<file path="src/rtl/ex_pkg.sv">
// rtl/ex_pkg.sv - shared types, constants and helpers for the ex target driver
// Purpose : driver FSM state type, 2-bit `ex` state constants, the `ex`
//           next-state function and the directed steering policy.
// Ports   : none (package).
package ex_pkg;

    typedef enum logic [1:0] {
        ST_IDLE = 2'd0,
        ST_RUN  = 2'd1,
        ST_DONE = 2'd2
    } drv_state_t;

    localparam logic [1:0] S00 = 2'b00;
    localparam logic [1:0] S01 = 2'b01;
    localparam logic [1:0] S10 = 2'b10;
    localparam logic [1:0] S11 = 2'b11;

    // Feedback taps for x^8+x^6+x^5+x^4+1 on a left-shifting register:
    // bits 7, 5, 4 and 3.
    localparam logic [7:0] LFSR_TAPS = 8'hB8;

    // Reference behaviour of `ex`: s1 toggles, s0_next = ~(a & s0).
    function automatic logic [1:0] ex_next(input logic [1:0] state, input logic a);
        return {~state[1], ~(a & state[0])};
    endfunction

    // With a=0 the machine always lands on x1, so a=1 is only needed to
    // clear s0: 01->10 and 11->00.
    function automatic logic directed_a(input logic [1:0] state, input logic [1:0] target);
        return ((state == S01) && (target == S10)) ||
               ((state == S11) && (target == S00));
    endfunction

endpackage

</file>
<file path="src/rtl/ex_lfsr8.sv">
// rtl/ex_lfsr8.sv - 8-bit Fibonacci LFSR for the random steering policy
// Purpose : x^8+x^6+x^5+x^4+1, shifts left with feedback into bit 0.
// Ports   : clock  - rising-edge clock
//           reset  - synchronous active-high, reloads the seed
//           enable - advance one step
//           seed   - reload value (0 is replaced by 8'h01)
//           q      - current register value
module ex_lfsr8
    import ex_pkg::*;
(
    input  logic       clock,
    input  logic       reset,
    input  logic       enable,
    input  logic [7:0] seed,
    output logic [7:0] q
);

    logic [7:0] r_q;
    logic [7:0] w_seed;
    logic       w_fb;

    // An all-zero state would lock the register up.
    assign w_seed = (seed == 8'h00) ? 8'h01 : seed;
    assign w_fb   = ^(r_q & LFSR_TAPS);

    always_ff @(posedge clock) begin
        if (reset) begin
            r_q <= w_seed;
        end else if (enable) begin
            r_q <= {r_q[6:0], w_fb};
        end
    end

    assign q = r_q;

endmodule

</file>
<file path="src/rtl/ex_target_driver.sv">
// rtl/ex_target_driver.sv - steers the 2-bit `ex` machine to a commanded state
// Purpose : on start, drives `ex` input `a` (directed or LFSR policy) until
//           the observed state matches the target or the run times out.
// Ports   : clock, reset (sync, active-high)
//           start, target[1:0], mode  - request, latched in IDLE only
//           state_in[1:0]             - observed {s1,s0} of `ex`
//           a_out                     - drives `ex` input a (combinational)
//           busy, done                - RUN indicator, one-cycle completion pulse
//           reached, cycles[CNT_W-1:0]- run result
module ex_target_driver
    import ex_pkg::*;
#(
    parameter int         CNT_W      = 8,
    parameter int         MAX_CYCLES = 20,
    parameter logic [7:0] LFSR_SEED  = 8'hA5
) (
    input  logic             clock,
    input  logic             reset,
    input  logic             start,
    input  logic [1:0]       target,
    input  logic             mode,
    input  logic [1:0]       state_in,
    output logic             a_out,
    output logic             busy,
    output logic             done,
    output logic             reached,
    output logic [CNT_W-1:0] cycles
);

    localparam logic [CNT_W-1:0] LAST_COUNT = CNT_W'(MAX_CYCLES - 1);
    localparam logic [CNT_W-1:0] MAX_COUNT  = CNT_W'(MAX_CYCLES);

    drv_state_t       r_state;
    drv_state_t       w_next_state;
    logic [1:0]       r_target;
    logic             r_mode;
    logic [CNT_W-1:0] r_count;
    logic             r_reached;
    logic [CNT_W-1:0] r_cycles;

    logic             w_match;
    logic             w_timeout;
    logic             w_lfsr_en;
    logic [7:0]       w_lfsr;
    logic             w_rand_bit;

    ex_lfsr8 u_lfsr (
        .clock  (clock),
        .reset  (reset),
        .enable (w_lfsr_en),
        .seed   (LFSR_SEED),
        .q      (w_lfsr)
    );

    // Only bit 0 of the LFSR feeds `a`.
    assign w_rand_bit = |(w_lfsr & 8'h01);

    always_comb begin
        w_next_state = r_state;
        w_match      = 1'b0;
        w_timeout    = 1'b0;
        w_lfsr_en    = 1'b0;
        case (r_state)
            ST_IDLE: begin
                if (start) begin
                    w_next_state = ST_RUN;
                end
            end
            ST_RUN: begin
                // Match outranks timeout on the same cycle.
                if (state_in == r_target) begin
                    w_match      = 1'b1;
                    w_next_state = ST_DONE;
                end else if (r_count == LAST_COUNT) begin
                    w_timeout    = 1'b1;
                    w_next_state = ST_DONE;
                end else begin
                    w_lfsr_en    = 1'b1;
                end
            end
            ST_DONE: begin
                w_next_state = ST_IDLE;
            end
            default: begin
                w_next_state = ST_IDLE;
            end
        endcase
    end

    always_ff @(posedge clock) begin
        if (reset) begin
            r_state   <= ST_IDLE;
            r_target  <= S00;
            r_mode    <= 1'b0;
            r_count   <= '0;
            r_reached <= 1'b0;
            r_cycles  <= '0;
        end else begin
            r_state <= w_next_state;
            if ((r_state == ST_IDLE) && start) begin
                r_target  <= target;
                r_mode    <= mode;
                r_count   <= '0;
                r_reached <= 1'b0;
            end else if (r_state == ST_RUN) begin
                if (w_match) begin
                    r_reached <= 1'b1;
                    r_cycles  <= r_count;
                end else if (w_timeout) begin
                    r_reached <= 1'b0;
                    r_cycles  <= MAX_COUNT;
                end else begin
                    r_count <= r_count + 1'b1;
                end
            end
        end
    end

    always_comb begin
        a_out = 1'b0;
        if (r_state == ST_RUN) begin
            a_out = r_mode ? w_rand_bit : directed_a(state_in, r_target);
        end
    end

    assign busy    = (r_state == ST_RUN);
    assign done    = (r_state == ST_DONE);
    assign reached = r_reached;
    assign cycles  = r_cycles;

endmodule

</file>
<file path="config.mk">
export PLATFORM = sky130hd
export DESIGN_NAME = ex_target_driver
export DESIGN_NICKNAME = d
export VERILOG_FILES = /design/src/rtl/ex_pkg.sv /design/src/rtl/ex_lfsr8.sv /design/src/rtl/ex_target_driver.sv
export SDC_FILE = /design/constraint.sdc
export NUM_CORES = 1
export LEC_CHECK = 0
export CAP_MARGIN = 30
export CORE_MARGIN = 2
export CORE_UTILIZATION = 52
export DETAILED_ROUTE_END_ITERATION = 6
export PLACE_DENSITY = 0.77
export SLEW_MARGIN = 20
export SYNTH_ARGS = -nofsm -noshare
export SYNTH_HDL_FRONTEND = slang
export SYNTH_SLANG_ARGS = --single-unit
</file>
<file path="constraint.sdc">
create_clock -name clock -period 2.2 [get_ports clock]
set_input_delay 0.44 -clock clock [delete_from_list [all_inputs] [get_ports clock]]
set_output_delay 0.44 -clock clock [all_outputs]
set_load 0.02 [all_outputs]
</file>
==> impl_metrics.csv <==
group,metric,value,unit
finish,postLayoutCoreUtil,68.2,%
pwr,powerDensity,656,nW/µm²
pwr,ir_drop,0.631,mV
clocking,postCtsSetupRepairBufs,0,
floorplan,core,2480,µm²
timing,fin_setup_tns,0,ns
floorplan,dieWidth,55,µm
critical_path,worstPathArrival,1.67,ns
timing,worst_pin_slew,0.494,ns
yosys,synthesis.area,1350,µm²
timing,max-slew-margin-rel,66.7,%
yosys,syn_nets,153,
timing,fin_skew,0.0132,ns
placement,dp_hpwl,2.21,mm
clocking,cts_buffer_depth,2,
critical_path,critical_path_required,1.76,ns
global_routing,grt_pass1_vias,1052,
floorplan,die_h,55,µm
clocking,cts_tree,"yes",
critical_path,crit_path_end_kind,"output pin",
finish,fillers,200,
clocking,clkLatencyLatePin,0.33,ns
yosys,synth.ff_latch_count,30,
yosys,ys_top_cells_by_count,"30 x dfxtp_1, 14 x nand3_1, 14 x nor2_1, 10 x a21oi_1, 7 x xnor2_1",
clocking,cts.sinks,30,
clocking,path_clk_slew,0.09,ns
global_routing,grt_pass1_wl,4.80,mm
critical_path,crit_slowest_cell,"clkdlybuf4s50_1",
route,viasPerCell,5.73,
hold_path,whs_path_depth,2,
yosys,synth_area_leaders,"dfxtp_1 44%, nand3_1 5.2%, xnor2_1 4.5%",
global_routing,gr-total-overflow,0,
global_routing,grt_usage,23.3,%
hold_path,hold_path.class,"reg -> reg",
timing,rsz0062_at_grt,"no",
yosys,ys_async_sr_fraction,0,%
global_routing,grt_max_degree,17,
floorplan,num_rows,18,
critical_path,critPathKind,"in -> out",
yosys,yosysUniqueCellTypes,40,
route,first_iter_violations,21,
finish,fin_nets,184,
clocking,cts_buffers,5,
timing,fin_crit,2.11,ns
route,avgRoutedWirePerCell,14.5,µm
yosys,yosys.area.top_type,"dfxtp_1",
route,ant_nets,0,
floorplan,die-area,3030,µm²
placement,routabilityCongestion,0.906,
critical_path,r2r-end,"r_count[1]",
critical_path,path_cells,"clkdlybuf4s50_1 -> xnor2_1 -> nor4b_2 -> a21oi_1 -> nor2_1 -> clkdlybuf4s15_2",
route,num_vias,1181,
global_routing,antenna_found_initial,0,
timing,fin_crit_sh,95.9,%
route,drc,0,
finish,regArea,601,µm²
placement,io_buffers,19,
clocking,cts.htree.levels,2,
critical_path,rr_worst_depth,5,
timing,fmax,474,MHz
yosys,synth.yosys.warnings,0,
critical_path,startpoint_type,"input pin",
yosys,yosys.area.top_type_share,44.4,%
critical_path,cp_max_fo,2,
route,first_pass_iters,4,
finish,layout-drive-gt1-share,17.6,%
yosys,yosysMostFrequentCell,"dfxtp_1",
hold_path,hold_start,"cycles[2]",
yosys,yosysSeqAreaShare,44.4,%
finish,multiInputGateArea,693,µm²
hold_path,min_to,"cycles[2]",
run,cap_violations,0,
clocking,root_buffer,"clkbuf_4",
finish,diodes,0,
finish,syn2layout_area_growth,25.0,%
floorplan,start_util,54.6,%
placement,place_inst,198,
pwr,power.leakage,0.611,nW
yosys,postSynthAreaPerCell,9.39,µm²
yosys,syn_inst,144,
timing,hold_viol_final,0,
timing,slew_violations,0,
yosys,synth_flop_cell,"dfxtp_1",
yosys,synth_edf_count,0,
status,status,"finished, final reports clean",
route,wl,2.99,mm
critical_path,crit_path_max_incr_delay,0.44,ns
pwr,finalPower,1.11,mW
floorplan,io_pins,20,
timing,finalSetupViolCount,0,
critical_path,reg2reg_slack,0.46,ns
clocking,hold_buffers,0,
critical_path,r2r-start,"r_count[2]",
finish,fin_cells,206,
state kept, by name, indices dropped and copies added, names as in the netlist:
name / count
reached: 1
r_state: 2
r_mode: 1
u_lfsr.q: 8
r_count: 8
r_target: 2
cycles: 8
how the worst max path moves through the flow:
stage          endpoint  slack (ns)  cells after the start   startpoint
2_1_floorplan     a_out        0.55                      4  state_in[1]
5_1_grt           a_out        0.01                      6  state_in[1]
4_1_cts           a_out        0.04                      6  state_in[1]
3_3_place_gp      a_out       -0.26                      6  state_in[1]
6_report          a_out        0.09                      6  state_in[1]
3_5_place_dp      a_out       -0.29                      6  state_in[1]
cells in the final DEF (no fill, tap or decap), drive strengths merged:
cell type / instances
clkbuf: 7
or2: 1
o21ai: 13
a32o: 6
nor3b: 1
clkdlybuf4s50: 17
o311ai: 1
xnor2: 7
nand4b: 1
xor2: 4
buf: 12
and2: 1
nand3: 14
nor4b: 1
dfxtp: 30
nand4: 1
nand2: 3
mux2i: 4
clkinv: 2
o2111ai: 1
a211oi: 5
dlygate4sd2: 1
nor2: 14
a21oi: 11
clkdlybuf4s15: 1
or3: 3
and3: 1
nor2b: 1
nand2b: 1
inv: 4
ha: 1
nor3: 4
or4: 1
nor4: 1
power by group:
part	switching [mW]	leakage, nW	internal, mW	total [mW]
Combinational	0.0970	0.331	0.0858	0.183
Clock	0.183	0.0353	0.155	0.338
Sequential	0.0208	0.244	0.568	0.589
per-stage QoR:
step / instance area [µm²] / hold WS [ns] / setup WS (ns)
floorplan: 1350 / 0.440 / 0.550
global placement: 1620 / 0.453 / -0.263
detailed placement: 1620 / 0.463 / -0.287
CTS: 1680 / 0.476 / 0.0389
global route: 1690 / 0.505 / 0.00969
finish: 1690 / 0.470 / 0.0905
worst max-delay path: cells and delay by family:
kind	cells	cell delay [ns]
AOI/OAI and AO/OA	1	0.06
xor gates and xnor gates	1	0.16
and+or+nand+nor	2	0.31
buffers and inverters	2	0.70
cells by family after synthesis:
family / count (synthesis) / synth area share (%)
and+or+nand+nor: 49 / 20.3
muxes: 4 / 2.96
AOI/OAI and AO/OA: 37 / 19.5
xor gates and xnor gates: 11 / 7.12
DFF: 30 / 44.4
buffers and inverters: 12 / 4.81
adders and majority gates: 1 / 0.925
timing repair:
item                                    CTS  global route
hold endpoints to repair                  0             0
endpoints found under the setup margin    2             1
resized for setup                         4             1
layer usage:
metal | up-vias | wire [µm] | GRT usage, %
li1 | 591 | - | -
met1 | 562 | 1310 | 25.7
met2 | 24 | 1520 | 40.5
met3 | 4 | 107 | 8.06
met4 | 0 | 51 | 9.76
met5 | - | 0 | 0
area by class of cell:
class                   instances  share of cell area [%]
clock buffers                   7                    3.26
clock inverters                 1                   0.296
inverters                       5                    1.11
multi-input cells             102                    41.0
flip-flops and latches         30                    35.5
well taps                      30                    2.22
repair buffers                 31                    16.6
No activity file was read; power rests on OpenSTA's default activity.
